[src/rtl/conv_col_loader.sv]
// conv_col_loader: write-side feeder for the convolution ping-pong bank.
// Takes a column-major pixel stream, gathers each column into an
// IMAGE_SIZE-wide vector, strobes it into the bank one cycle after the
// column's last pixel, then pulses ready once a whole frame has landed.
module conv_col_loader #(
  parameter int IMAGE_SIZE  = 16,
  parameter int DATA_WIDTH  = 8,
  parameter int ADDR_SIZE   = 4,
  parameter int MAX_ADDRESS = 15
) (
  input  logic                  clk,
  input  logic                  rst,
  input  logic                  start_load,
  input  logic                  s_valid,
  input  logic [DATA_WIDTH-1:0] s_data,
  input  logic                  s_last,
  output logic                  s_ready,
  output logic [DATA_WIDTH-1:0] data_out [0:IMAGE_SIZE-1],
  output logic                  wr_en,
  output logic [ADDR_SIZE-1:0]  col_idx,
  output logic                  ready,
  output logic                  busy,
  output logic                  err
);

  localparam int ROW_W = (IMAGE_SIZE > 1) ? $clog2(IMAGE_SIZE) : 1;
  localparam logic [ROW_W-1:0]     ROW_LAST = ROW_W'(IMAGE_SIZE - 1);
  localparam logic [ADDR_SIZE-1:0] COL_LAST = ADDR_SIZE'(MAX_ADDRESS);

  typedef enum logic [1:0] {IDLE, FILL, DONE} state_t;

  state_t                state_q, state_d;
  logic [ROW_W-1:0]      row_cnt_q, row_cnt_d;
  logic [ADDR_SIZE-1:0]  col_cnt_q, col_cnt_d;
  logic [ADDR_SIZE-1:0]  col_idx_q, col_idx_d;
  logic                  wr_en_q, wr_en_d;
  logic                  last_wr_q, last_wr_d;
  logic                  ready_q, ready_d;
  logic                  err_q, err_d;
  logic [DATA_WIDTH-1:0] shadow_q   [0:IMAGE_SIZE-1];
  logic [DATA_WIDTH-1:0] shadow_d   [0:IMAGE_SIZE-1];
  logic [DATA_WIDTH-1:0] data_out_q [0:IMAGE_SIZE-1];
  logic [DATA_WIDTH-1:0] data_out_d [0:IMAGE_SIZE-1];

  logic xfer;
  logic row_end;
  logic frame_end;
  logic early_last;

  assign xfer       = s_valid & s_ready;
  assign row_end    = (row_cnt_q == ROW_LAST);
  assign frame_end  = xfer & row_end & (col_cnt_q == COL_LAST);
  // s_last anywhere other than the frame's final pixel aborts the frame.
  assign early_last = xfer & s_last & ~(row_end & (col_cnt_q == COL_LAST));

  // State register
  always_ff @(posedge clk or posedge rst) begin
    if (rst) state_q <= IDLE;
    else     state_q <= state_d;
  end

  // Next-state logic
  always_comb begin
    state_d = state_q;
    case (state_q)
      IDLE:    if (start_load) state_d = FILL;
      FILL:    if (early_last || frame_end) state_d = DONE;
      DONE:    if (start_load) state_d = FILL;
      default: state_d = IDLE;
    endcase
  end

  // FSM outputs: the stream is only accepted while filling
  always_comb begin
    s_ready = (state_q == FILL);
    busy    = (state_q == FILL);
  end

  // Datapath next values: counters, shadow capture, column assembly, flags
  always_comb begin
    row_cnt_d = row_cnt_q;
    col_cnt_d = col_cnt_q;
    col_idx_d = col_idx_q;
    wr_en_d   = 1'b0;
    last_wr_d = 1'b0;
    ready_d   = last_wr_q;   // ready trails the final column write by one cycle
    err_d     = err_q;
    for (int i = 0; i < IMAGE_SIZE; i++) begin
      shadow_d[i]   = shadow_q[i];
      data_out_d[i] = data_out_q[i];
    end

    if (state_q != FILL) begin
      if (start_load) begin
        row_cnt_d = '0;
        col_cnt_d = '0;
        err_d     = 1'b0;
      end
    end else if (xfer) begin
      if (early_last) begin
        // Partial column is dropped; already-written columns stay in the bank.
        err_d = 1'b1;
      end else begin
        shadow_d[row_cnt_q] = s_data;
        if (row_end) begin
          row_cnt_d = '0;
          col_cnt_d = col_cnt_q + ADDR_SIZE'(1);
          wr_en_d   = 1'b1;
          col_idx_d = col_cnt_q;
          // Rows 0..N-2 come from the shadow; the completing pixel bypasses it.
          for (int i = 0; i < IMAGE_SIZE - 1; i++) data_out_d[i] = shadow_q[i];
          data_out_d[IMAGE_SIZE-1] = s_data;
          if (frame_end) begin
            last_wr_d = 1'b1;
            if (!s_last) err_d = 1'b1;
          end
        end else begin
          row_cnt_d = row_cnt_q + ROW_W'(1);
        end
      end
    end
  end

  // Control and counter registers
  always_ff @(posedge clk or posedge rst) begin
    if (rst) begin
      row_cnt_q <= '0;
      col_cnt_q <= '0;
      col_idx_q <= '0;
      wr_en_q   <= 1'b0;
      last_wr_q <= 1'b0;
      ready_q   <= 1'b0;
      err_q     <= 1'b0;
    end else begin
      row_cnt_q <= row_cnt_d;
      col_cnt_q <= col_cnt_d;
      col_idx_q <= col_idx_d;
      wr_en_q   <= wr_en_d;
      last_wr_q <= last_wr_d;
      ready_q   <= ready_d;
      err_q     <= err_d;
    end
  end

  genvar gi;
  generate
    for (gi = 0; gi < IMAGE_SIZE; gi++) begin : g_lane
      // Per-row shadow and output column registers
      always_ff @(posedge clk or posedge rst) begin
        if (rst) begin
          shadow_q[gi]   <= '0;
          data_out_q[gi] <= '0;
        end else begin
          shadow_q[gi]   <= shadow_d[gi];
          data_out_q[gi] <= data_out_d[gi];
        end
      end
      assign data_out[gi] = data_out_q[gi];
    end
  endgenerate

  assign wr_en   = wr_en_q;
  assign col_idx = col_idx_q;
  assign ready   = ready_q;
  assign err     = err_q;

endmodule

[config.mk]
export PLATFORM = sky130hd
export DESIGN_NAME = conv_col_loader
export DESIGN_NICKNAME = d
export VERILOG_FILES = /design/src/rtl/conv_col_loader.sv
export SDC_FILE = /design/constraint.sdc
export NUM_CORES = 1
export LEC_CHECK = 0
export ABC_CLOCK_PERIOD_IN_PS = 12800
export BUFFER_PORTS_ARGS = -buffer_cell sky130_fd_sc_hd__buf_2
export CORE_ASPECT_RATIO = 1.25
export CORE_MARGIN = 2
export CORE_UTILIZATION = 57
export DETAILED_ROUTE_END_ITERATION = 12
export GPL_TIMING_DRIVEN = 0
export PLACE_DENSITY = 0.8
export SLEW_MARGIN = 20
export SYNTH_ARGS = -nofsm -noshare
export SYNTH_HDL_FRONTEND = slang
export SYNTH_SLANG_ARGS = --single-unit
[constraint.sdc]
create_clock -name clk -period 12.8 [get_ports clk]
set_input_delay 2.56 -clock clk [delete_from_list [all_inputs] [get_ports clk]]
set_output_delay 2.56 -clock clk [all_outputs]
set_load 0.005 [all_outputs]
### Word-level counts from Yosys, hierarchy flattened

Index checks and enable logic that the tools add are counted.

* logic and storage cells: 109
* ROM bits: 0
* memory bits (writable): 0
* flip-flop bits (word level): 274
* memories: 0
* output and inout port bits: 137
* bits of input ports: 13
* bits in latches: 0

* div/mod/pow operators: 0
* magnitude comparators: 2
* add/subtract/negate cells: 2
* shift operators: 0
* $mul: 0
* equal/unequal tests: 10
* multiplexer cells: 31
* reduce and logical (&&, ||, !) cells: 14
* bitwise operators: 10

Operators with widths (number)
* $bwmux W128: 1
* $mux W4: 9
* $demux W8 S4: 1
* $mux W1: 16
* $add A4 B1 Y4 const B: 2
* $eq A4 B4 Y1 const B: 2
* $mux W8: 1
* $ne A2 B1 Y1 const B: 4
* $reduce_and A4 Y1: 2
* $and A1 B1 Y1: 6
* $reduce_and A3 Y1: 2
* $reduce_bool A3 Y1: 2
* $ge A5 B5 Y1 const B: 1
* $lt A5 B1 Y1 const B: 1
* $not A4 Y5: 1
* $reduce_and A5 Y1: 1
* $mux W2: 2
* $pmux W2 S2: 1
* $reduce_bool A2 Y1: 2
* $ne A3 B1 Y1 const B: 1
* $not A1 Y1: 3
* $eq A2 B1 Y1 const B: 1
* $eq A2 B2 Y1 const B: 1
* $logic_not A2 Y1: 1
* other kinds (5): 5

### Longest topological paths before layout

Gate-level depths: netlist of run 1.

* depth after elaboration: 9
* gate-level depth with buffers: 8
* mapped depth without buffers: 6

### Worst setup path after synthesis of run 1

OpenSTA, ideal clock, no wires.

* path type: input port to flip-flop
* from: in s_last
* to: reg shadow_q[104] (netlist name)
* data required time: 12.675 ns
* cell stages on the path: 5
* setup time: 0.125 ns
* arrival: 3.729 ns
* setup slack: 8.946 ns
* path buffers: 2
* cells stage by stage: buf_2 > nor3_1 > and3_1 > buf_2 > mux2_2

* longest elaborated chain between the ends: 4

RTL lines
* start: declaration: line 16 `input logic s_last,`
* $and A1 B1 Y1 (2 in a row): line 54 `assign early_last = xfer & s_last & ~(row_end & (col_cnt_q == COL_LAST));`
* $not A1 Y1 (no source line)
* $reduce_and A3 Y1 (no source line)
* end signal: indexed assignment: line 154 `shadow_q[gi] <= shadow_d[gi];`
* end: declaration: line 40 `logic [DATA_WIDTH-1:0] shadow_q [0:IMAGE_SIZE-1];`

Every way passes these cells.
A chain may end at the register's enable or synchronous reset.

### Worst setup path after layout of run 1

* from: reg state_q[1]
* to: out s_ready

* longest elaborated chain between the ends: 1

RTL lines
* start: declaration: line 32 `state_t state_q, state_d;`
* start signal: assignment: line 59 `else state_q <= state_d;`
* $eq A2 B1 Y1: line 75 `s_ready = (state_q == FILL);`
* end: declaration: line 17 `output logic s_ready,`

Every way passes these cells.

==> summary.txt, run 1 <==
Synth
  – Share of the synthesized area in the top cell type: 0.6440
  – Cell Area, Synth: between 10000 and 15000 um^2
  – FF+latch count, synth: 266
  – Seq/Total Area, Yosys: 0.6440
  – Post-Syn Instances: 915
  – Post-synth cell types: 37
  – Yosys warns: 0
  – Main area contributors after synthesis: dfrtp_1 64%, nand2_1 15%, mux2_2 12%
  – Synthesized net count: 933
  – Mean area per synthesized cell: between 10 and 15 um^2
  – Synth area leader: dfrtp_1

Place
  – Port Buf Inserts: 148
  – HPWL after DPL: 15450 um
  – Global placement routability congestion: a little under 0.9

Global route
  – Initial antenna violation count: 0
  – Total GRT Usage: 0.2438
  – GRT overflow: 0
  – Vias in the first global route: ~7200
  – Largest net degree at the start of global routing: 100
  – First-pass GRT wire length: 37570 um

Routing
  – Met2 routed WL: 11640 um
  – DRC Markers: 0
  – DRT iter0 DRCs: 424
  – Wire length on met1: 9795 um
  – First-pass DRT Iterations: 4
  – Routed wl met3: 1038 um
  – Vias post-DR: 7108
  – Top sig layer: met4
  – WL per Instance: 17.35 um
  – Post-route ant nets: 0
  – Vias per inst: 5.312
  – Routed wire length: 23210 um

Status
  – Outcome: finished, final reports clean

Critical path
  – Critical path type: flop to output port
  – Worst setup EP type: output port
  – Critical-path maximum fanout: 4
  – Crit path DAT: 1400 ps
  – Worst setup SP type: flop
  – CP Data Required Time: just over 10000 ps
  – Critical Path, Cell by Cell: nand2b_1 > inv_1 > buf_4 > buf_2
  – Slowest stage delay, CP: 400 ps
  – Slowest-stage cell, CP: dfrtp_1

Clock network
  – Num CTS Buffers: 25
  – H-tree depth: 1
  – CTS Hold Bufs: 0
  – Clock buffer depth: 3
  – Post-cts sizing count: 0
  – Total setup buffers inserted after CTS: 0
  – CTS tree: yes
  – Sink Count: between 200 and 300
  – CTS root buf: clkbuf_16
  – Clock latency on the worst-skew pair: between 500 and 600 ps
  – Worst-path clk slew: 60 ps

Cells and area
  – Layout cells sized above 1: 0.3216
  – # fillers: around 1400
  – Synthesis-to-finish area growth: 19.00%
  – N_diodes: 0
  – Nets: 1110

Floorplan
  – Boundary pin count: 150
  – Die Wd: around 120 um
  – Initial core utilization: 0.5755
  – Num rows: 55
  – Core area: 17960 um^2
  – Chip Height: 154.6 um
  – DIE AREA: between 15000 and 20000 um^2

Timing
  – Slew @ Worst Pin: 831.7 ps
  – Final min period: 3961 ps
  – Final Hold Vio Count: 0
  – Max-slew headroom: 0.4455
  – Setup_tns: 0 ps
  – Fmax achieved: between 0.2 and 0.3 GHz
  – Hold WS: 353.8 ps
  – Clock skew: 20.10 ps
  – Slew Viols, Final: 0
  – Final Cycle Share: 0.3094
  – # setup viols final: 0
  – RSZ-0062 raised after global routing: no

Pwr
  – PwrDens: 149.7 nW/um^2
  – Worst VDD drop: 128.9 uV
  – P_leak: approximately 0.0071 uW

Worst hold path
  – HP Class: flop to flop

Job
  – Max_cap viols: 0
==> Yosys cell counts (all sizes together) <==
cell type,instances
nand4b,1
a22o,1
mux2,120
o21ai,6
ha,5
nor2,6
dfrtp,266
o41ai,1
nand2,408
o211ai,3
inv,9
and2,1
o311ai,1
nand4,2
clkbuf,11
or4,1
nand2b,2
nand3,7
and3b,1
and3,6
and4,3
nor3b,1
a211o,1
o21a,1
mux2i,2
nor3,5
nand3b,2
a21boi,1
buf,41
==> final cells by class <==
cell class | instances | area (um^2) | area share
Sequential cell | 266 | 6656 | 0.5411
Multi-Input combinational cell | 588 | 3354 | 0.2727
Timing Repair Buffer | 150 | 795.8 | 0.06469
Clock buffer | 34 | 709.4 | 0.05767
Buffer | 52 | 291.5 | 0.02370
Tap cell | 228 | 285.3 | 0.02319
Clock inverter | 11 | 166.4 | 0.01353
Inverter | 9 | 41.29 | 0.003357
==> per-layer routing <==
layer	up-vias	track usage
met2	193	0.4210
met1	3584	0.3224
met4	0	0.08186
li1	3283	-
met5	-	0
met3	48	0.03182
==> cell families (layout without fill, tap and decap cells) <==
logic type                 after synthesis  in the layout  synth area share
adders and majority gates                5              5          0.006053
DFF                                    266            266            0.6440
muxes                                  122            122            0.1327
buffers and inverters                   61            256           0.03147
AOI/OAI and AO/OA                       15             15           0.01077
and+or+nand+nor                        446            446            0.1750
==> final timing paths <==
check	slack [ps]	from	end	cells after the start
worst max-delay path	8840	state_q[1]$_DFFE_PP0P_	s_ready	4
worst min-delay path	350	last_wr_q$_DFF_PP0_	ready$_DFF_PP0_	0
worst max register to register	10610	col_cnt_q[0]$_DFFE_PP0P_	data_out[101]$_DFFE_PP0P_	7
worst min register to register	350	last_wr_q$_DFF_PP0_	ready$_DFF_PP0_	0
max in group asynchronous	9790	rst	row_cnt_q[0]$_DFFE_PP0P_	3
min in group asynchronous	2100	rst	shadow_q[106]$_DFFE_PP0P_	2
==> registers in the layout, summed over array words and instances (netlist names) <==
name       cells
data_out     128
shadow_q     120
col_cnt_q      4
col_idx        4
row_cnt_q      4
state_q        2
err            1
last_wr_q      1
ready          1
wr_en          1
==> worst max-delay path, delay by kind of cell (launching register included) <==
kind	cells	cell delay [ps]
flip-flops	1	400
buffers and inverters	3	340
AND/OR/NAND/NOR	1	160
==> where the power goes <==
group          switching [uW]  internal, uW
clock                     312           469
sequential               30.8           891
combinational            75.1          62.7
==> cell usage in the layout, fill, tap and decap left out, types with 6 or more instances in the layout <==
cell	count
clkbuf_16	25
o21ai_0	6
dfrtp_1	266
buf_6	6
nand2_1	408
mux2_2	112
and3_1	6
mux2_1	8
clkbuf_1	15
buf_2	180
inv_1	7
==> metrics by stage <==
step | setup WS, ps | instances | instance area (um^2) | util | power, uW
after floorplan | 2915 | 915 | 10340 | - | 1028
after global placement | 282.2 | 1291 | 11360 | 0.6326 | 1063
after detailed placement | 8719 | 1293 | 11420 | 0.6361 | 1073
after CTS | 8827 | 1338 | 12300 | 0.6848 | 1851
after global routing | 8761 | 1338 | 12300 | 0.6848 | 1913
final | 8839 | 1338 | 12300 | 0.6848 | 1841
(Power assumes the default switching activity.)
==> run 2: changes to the inputs <==
--- a/config.mk
+++ b/config.mk
@@ -5,7 +5,7 @@
 export SDC_FILE = /design/constraint.sdc
 export NUM_CORES = 1
 export LEC_CHECK = 0
-export ABC_CLOCK_PERIOD_IN_PS = 12800
+export ABC_CLOCK_PERIOD_IN_PS = 3700
 export BUFFER_PORTS_ARGS = -buffer_cell sky130_fd_sc_hd__buf_2
 export CORE_ASPECT_RATIO = 1.25
 export CORE_MARGIN = 2
==> constraint.sdc (replaced) <==
create_clock -name clk -period 3.7 [get_ports clk]
set_input_delay 0.74 -clock clk [delete_from_list [all_inputs] [get_ports clk]]
set_output_delay 0.74 -clock clk [all_outputs]
set_load 0.005 [all_outputs]
==> run 2 against run 1 <==
Core utilization increased by 0.64 points. Non-clock buffer count grew 7. Global-route usage grew 0.49 points. Hold slack got worse by 130 ps. First-iteration DRC count decreased by 21%. Clock skew decreased by 3.1 ps. Routed wire length up 1.6%. Combinational power rose to 3.5 times the previous value. Final area is 0.94% higher. Sequential share of layout area down 0.50 points.
==> summary.txt, run 2 (synthesis results as in run 1) <==
Global route
  – GRT overflow: 0 (unchanged)
  – Largest net degree at the start of global routing: 35 (-65%)
  – Vias in the first global route: 7310 (+0.98%)
  – Initial antenna violation count: 0 (unchanged)
  – First-pass GRT wire length: 38160 um (+1.6%)
  – Total GRT Usage: 0.2486 (+0.004854)

Routing
  – Met2 routed WL: 11980 um (+2.9%)
  – First-pass DRT Iterations: 4 (unchanged)
  – DRC Markers: 0 (unchanged)
  – WL per Instance: 17.56 um (+1.2%)
  – Routed wire length: 23590 um (+1.6%)
  – Wire length on met1: 9601 um (-2.0%)
  – DRT iter0 DRCs: 333 (-21%)
  – Vias post-DR: 7044 (-0.90%)
  – Top sig layer: met4
  – Post-route ant nets: 0 (unchanged)
  – Routed wl met3: 1243 um (+20%)
  – Vias per inst: 5.245 (-1.3%)

Cells and area
  – Final core utilization: 0.6913 (+0.006409)
  – Area of the multi-input gates: 3354 um^2 (unchanged)
  – Most frequent cells in the layout: 408 x nand2_1, 266 x dfrtp_1, 180 x buf_2, 112 x mux2_2, 25 x clkbuf_16
  – N_diodes: 0 (unchanged)
  – # fillers: 1325 (-2.2%)
  – Most common cell after layout, fill and taps aside: nand2_1
  – Layout cells sized above 1: 0.3256 (+0.003939)
  – Nets: 1116 (+0.54%)
  – Synthesis-to-finish area growth: 20.12%
  – Register Area: 6656 um^2 (unchanged)
  – Max reg flops: 128 (unchanged)

Floorplan
  – Chip Height: 154.6 um (unchanged)
  – Initial core utilization: 0.5755 (unchanged)
  – Core area: 17960 um^2 (unchanged)
  – Num rows: 55 (unchanged)
  – DIE AREA: 19230 um^2 (unchanged)
  – Boundary pin count: 150 (unchanged)
  – Die Wd: 124.4 um (unchanged)

Pwr
  – P_leak: 0.007171 uW (+0.82%)
  – Worst VDD drop: 341.5 uV (+160%)
  – Clock Power Share: 0.420 (-0.004)
  – Combinational power share: 0.077 (+0.002)
  – Reg power frac: 0.503 (+0.002)
  – Sw Ratio: 0.2277 (+0.0007672)
  – PnR Total Power: 6342 uW (+240%)
  – PwrDens: 510.8 nW/um^2 (+240%)
  – P_sw: 1444 uW (+250%)
  – Int Pwr: 4898 uW (+240%)

Worst hold path
  – HP Class: input pin to asynchronous set/reset pin

Critical path
  – Crit path DAT: 2680 ps (+1280 ps)
  – RR Startpoint: col_cnt_q[0]$_DFFE_PP0P_
  – Worst setup EP type: flop
  – Critical path type: flop to flop
  – Worst setup startpoint: col_cnt_q[0]$_DFFE_PP0P_
  – CP Data Required Time: 4150 ps (-6090 ps)
  – Critical-path maximum fanout: 10 (+6)
  – Worst setup SP type: flop

Timing
  – Slew @ Worst Pin: 823.4 ps (-8.297 ps)
  – Clock skew: 16.99 ps (-3.102 ps)
  – Final Cycle Share: 0.6026
  – Final min period: 2230 ps
  – Slew Viols, Final: 0 (unchanged)
  – RSZ-0062 raised after global routing: no
  – Max-slew headroom: 0.4510 (+0.005532)
  – Fmax achieved: 0.4485 GHz
  – # setup viols final: 0 (unchanged)
  – Final Hold Vio Count: 0 (unchanged)

Status
  – Outcome: finished, final reports clean

Clock network
  – CTS Hold Bufs: 0 (unchanged)
  – Sink Count: 266 (unchanged)
  – Clock latency on the worst-skew pair: 520 ps (about the same)
  – H-tree depth: 1 (unchanged)
  – Post-cts sizing count: 0 (unchanged)
  – Clock buffer depth: 3 (unchanged)
  – Num CTS Buffers: 24 (-4.0%)
  – Worst-path clk slew: 70 ps (about the same)
  – CTS tree: yes
  – Total setup buffers inserted after CTS: 0 (unchanged)
  – CTS root buf: clkbuf_16

Place
  – HPWL after DPL: 16060 um (+3.9%)
  – Port Buf Inserts: 148 (unchanged)
  – Global placement routability congestion: 0.8668 (-3.0%)

Job
  – Max_cap viols: 0 (unchanged)
[run 2: cell types whose count changed in the layout (fill, tap and decap cells not counted)]
cell,delta
buf_12,+7
clkbuf_8,+2
bufinv_16,-1
clkbuf_1,-1
clkinv_4,+1
clkinvlp_4,-1
inv_6,-1
inv_8,-1
[run 2: layout make-up]
type                    count  area share
inverters                   9    0.003023
repair buffers            157     0.07538
multi-input cells         588      0.2702
clock buffers              35     0.05905
flip-flops and latches    266      0.5361
plain buffers              52     0.02348
well taps                 228     0.02298
clock inverters             8    0.009775
[run 2: final timing paths]
| kind | to | slack, ps | cells after the start |
|---|---|---|---|
| setup / recovery | data_out[102]$_DFFE_PP0P_ | 1470 | 7 |
| hold / removal | data_out[78]$_DFFE_PP0P_ | 230 | 2 |
| setup reg to reg | data_out[102]$_DFFE_PP0P_ | 1470 | 7 |
| hold reg to reg | ready$_DFF_PP0_ | 350 | 0 |
| max in group asynchronous | shadow_q[23]$_DFFE_PP0P_ | 2510 | 5 |
| min in group clk | ready$_DFF_PP0_ | 350 | 0 |
[run 2: routing by layer]
layer	up-vias	GRT usage
li1	3293	-
met1	3498	0.3154
met2	203	0.4377
met3	50	0.03494
met4	0	0.09310
met5	-	0
[run 2: metrics by stage]
step / TNS (ps) / hold WS [ps] / worst slack, ps / cell area, um^2 / instances
2_1_floorplan: -146700 / 331.2 / -551.5 / 10340 / 915
3_3_place_gp: -518190 / 333.2 / -1964 / 11370 / 1291
3_5_place_dp: 0 / 341.0 / 1420 / 11560 / 1300
4_1_cts: 0 / 220.4 / 1453 / 12420 / 1343
5_1_grt: 0 / 232.3 / 1314 / 12420 / 1343
6_report: 0 / 225.0 / 1470 / 12420 / 1343
[run 2: critical path, cell delays in order (launching register included)]
cell and delay (ps):
dfrtp_1 430, ha_1 250, nand3_1 240, a211o_2 210, clkbuf_1 510, buf_2 360
nand2_1 100, nand2_1 70
[run 2: power groups by stage]
| stage | combinational (uW) | clock, uW | sequential [uW] |
|---|---|---|---|
| 4_1_cts | 497 | 2690 | 3190 |
| 5_1_grt | 545 | 2810 | 3210 |
| 3_3_place_gp | 449 | 0 | 3230 |
| 6_report | 489 | 2660 | 3190 |
| 2_1_floorplan | 346 | 0 | 3210 |
| 3_5_place_dp | 496 | 0 | 3240 |
==> run 3: changes to the inputs <==
--- a/config.mk
+++ b/config.mk
@@ -5,14 +5,14 @@
 export SDC_FILE = /design/constraint.sdc
 export NUM_CORES = 1
 export LEC_CHECK = 0
-export ABC_CLOCK_PERIOD_IN_PS = 3700
+export ABC_CLOCK_PERIOD_IN_PS = 1900
 export BUFFER_PORTS_ARGS = -buffer_cell sky130_fd_sc_hd__buf_2
 export CORE_ASPECT_RATIO = 1.25
 export CORE_MARGIN = 2
-export CORE_UTILIZATION = 57
+export CORE_UTILIZATION = 51
 export DETAILED_ROUTE_END_ITERATION = 12
 export GPL_TIMING_DRIVEN = 0
-export PLACE_DENSITY = 0.8
+export PLACE_DENSITY = 0.75
 export SLEW_MARGIN = 20
 export SYNTH_ARGS = -nofsm -noshare
 export SYNTH_HDL_FRONTEND = slang
==> constraint.sdc (replaced) <==
create_clock -name clk -period 1.9 [get_ports clk]
set_input_delay 0.38 -clock clk [delete_from_list [all_inputs] [get_ports clk]]
set_output_delay 0.38 -clock clk [all_outputs]
set_load 0.005 [all_outputs]
==> run 3 against run 2 <==
Hold slack worse by 120 ps. Critical path depth decreased by 1. Largest cell class unchanged. Clock power up 98%. Fmax rose by 18%. Die area up 11%. Largest power group unchanged. Critical endpoint is now shadow_q[17]$_DFFE_PP0P_. Count of clock-buffer cells in the layout is 2 lower. Via count is 0.17% higher. Power is 97% higher. Worst setup slack got worse by 1500 ps.
==> summary.txt, run 3 (synthesis results as in run 1) <==
Pwr
  – PwrDens: 988.0 nW/um^2 (+93%)
  – Worst VDD drop: 643.7 uV (+89%)
  – Combinational power share: 0.081 (+0.004)
  – Sw Ratio: 0.2326 (+0.004891)
  – P_sw: 2906 uW (+100%)
  – Reg power frac: 0.497 (-0.006)
  – Clock Power Share: 0.421 (about the same)
  – Int Pwr: 9588 uW (+96%)
  – P_leak: 0.007215 uW (+0.61%)

Cells and area
  – Synthesis-to-finish area growth: 22.33%
  – # fillers: 1609 (+21%)
  – Layout cells sized above 1: 0.3372 (+0.01163)
  – Final cell count without fillers: 1394 (+3.8%)
  – N_diodes: 0 (unchanged)
  – Final core utilization: 0.6313 (-0.05995)
  – Max reg flops: 128 (unchanged)
  – Most frequent cells in the layout: 408 x nand2_1, 263 x dfrtp_1, 173 x buf_2, 112 x mux2_2, 27 x clkbuf_16
  – Nets: 1125 (+0.81%)
  – Most common cell after layout, fill and taps aside: nand2_1

Floorplan
  – DIE AREA: 21430 um^2 (+11%)
  – Initial core utilization: 0.5161 (-0.05942)
  – Chip Height: 163.2 um (+5.6%)
  – Die Wd: 131.3 um (+5.5%)
  – Num rows: 58 (+5.5%)
  – Boundary pin count: 150 (unchanged)
  – Core area: 20030 um^2 (+12%)

Timing
  – Slew @ Worst Pin: 889.2 ps (+65.76 ps)
  – Hold WS: 107.2 ps (-117.9 ps)
  – Final min period: 1887 ps (-342.7 ps)
  – Final Hold Vio Count: 0 (unchanged)
  – Setup_tns: 0 ps (unchanged)
  – Final Cycle Share: 0.9931 (+0.3905)
  – Clock skew: 12.83 ps (-4.160 ps)
  – Slew Viols, Final: 0 (unchanged)
  – Setup slack after layout: 13.05 ps (-1457 ps)
  – Max-slew headroom: 0.4072 (-0.04384)
  – # setup viols final: 0 (unchanged)
  – Fmax achieved: 0.5300 GHz (+18%)

Routing
  – Post-route ant nets: 0 (unchanged)
  – Routed wire length: 23960 um (+1.6%)
  – Vias post-DR: 7056 (+0.17%)
  – Vias per inst: 5.062 (-3.5%)
  – First-pass DRT Iterations: 5 (+1)
  – WL per Instance: 17.19 um (-2.1%)
  – DRT iter0 DRCs: 347 (+4.2%)
  – DRC Markers: 0 (unchanged)

Clock network
  – Sink Count: 266 (unchanged)
  – CTS tree: yes
  – Clock buffer depth: 3 (unchanged)
  – CTS root buf: clkbuf_16
  – Worst-path clk slew: 70 ps (about the same)
  – H-tree depth: 1 (unchanged)
  – Clock latency on the worst-skew pair: 520 ps (about the same)
  – Num CTS Buffers: 26 (+8.3%)

Critical path
  – Critical Path Sink: shadow_q[17]$_DFFE_PP0P_
  – Worst setup startpoint: col_cnt_q[0]$_DFFE_PP0P_
  – Critical-path maximum fanout: 8 (-2)
  – Reg2Reg Depth: 6 (-1)
  – Worst setup SP type: flop
  – Worst r2r dst: shadow_q[17]$_DFFE_PP0P_
  – Worst setup EP type: flop
  – Critical path type: flop to flop
  – Worst reg2reg setup slack: 10 ps (-1460 ps)
  – CP Data Required Time: 2310 ps (-1840 ps)
  – Crit path DAT: 2290 ps (-390 ps)
  – RR Startpoint: col_cnt_q[0]$_DFFE_PP0P_

Status
  – Outcome: finished, final reports clean

Global route
  – Initial antenna violation count: 0 (unchanged)
  – First-pass GRT wire length: 38050 um (-0.29%)
  – Vias in the first global route: 7092 (-3.0%)
  – Total GRT Usage: 0.2255 (-0.02314)
  – GRT overflow: 0 (unchanged)
  – Largest net degree at the start of global routing: 35 (unchanged)

Place
  – Port Buf Inserts: 148 (unchanged)
  – HPWL after DPL: 15980 um (-0.51%)
  – Pre-CTS setup slack: -314.1 ps (-1734 ps)
  – Global placement routability congestion: 0.8113 (-6.4%)
  – Dpl cells: 1342 (+3.2%)

Worst hold path
  – HP Class: input pin to flop
  – Hold_sp: start_load

Job
  – Max_cap viols: 0 (unchanged)
## run 3: critical path, cell delays in order (launching register included)
cell and delay, ps:
dfrtp_1 400, ha_4 180, nand3_4 120, o21ai_1 230, and4_1 260, clkbuf_4 230
mux2_2 350
## run 3: worst min-delay path by stage
stage / endpoint / slack, ps / cells after the start
final: state_q[1]$_DFFE_PP0P_ / 110 / 2
after global routing: state_q[1]$_DFFE_PP0P_ / 120 / 2
after CTS: state_q[1]$_DFFE_PP0P_ / 70 / 2
after detailed placement: ready$_DFF_PP0_ / 330 / 0
after global placement: ready$_DFF_PP0_ / 340 / 0
after floorplan: ready$_DFF_PP0_ / 330 / 0
## run 3: timing repair
item | CTS | global route
hold endpoints to repair | 25 | 0
pin swaps | 0 | 1
setup buffers | 1 | 4
gates cloned | 0 | 1
hold buffers | 1 | 0
endpoints found under the setup margin | 161 | 220
resized for setup | 17 | 11
## run 3: layout make-up
class	instances	area (um^2)	area share
Clock inverter	12	158.9	0.01257
Buffer	52	329.1	0.02602
Timing Repair Buffer	163	991.0	0.07837
Clock buffer	33	718.2	0.05680
Inverter	9	40.04	0.003166
Multi-Input combinational cell	588	3405	0.2692
Sequential cell	266	6660	0.5267
Timing Repair inverter	1	5.005	0.0003958
Tap cell	270	337.8	0.02672
## run 3: power by group through the flow
stage | combinational, uW | sequential, uW | clock, uW
final | 1010 | 6210 | 5270
after global routing | 1130 | 6260 | 5600
after CTS | 983 | 6210 | 5360
after detailed placement | 974 | 6300 | 0
after global placement | 881 | 6290 | 0
after floorplan | 674 | 6250 | 0
## run 3: routing by layer
metal | part of all wire | wire [um] | vias up | track usage
li1 | - | - | 3311 | -
met1 | 0.43 | 10400 | 3497 | 0.3002
met2 | 0.50 | 11900 | 210 | 0.3909
met3 | 0.047 | 1126 | 38 | 0.03073
met4 | 0.022 | 532 | 0 | 0.06670
met5 | 0 | 0 | - | 0
## run 3: per-stage QoR
stage | power, uW | instance area (um^2)
after CTS | 12550 | 12570
after detailed placement | 7272 | 11620
final | 12490 | 12640
after global placement | 7170 | 11420
after global routing | 12980 | 12640
after floorplan | 6928 | 10340
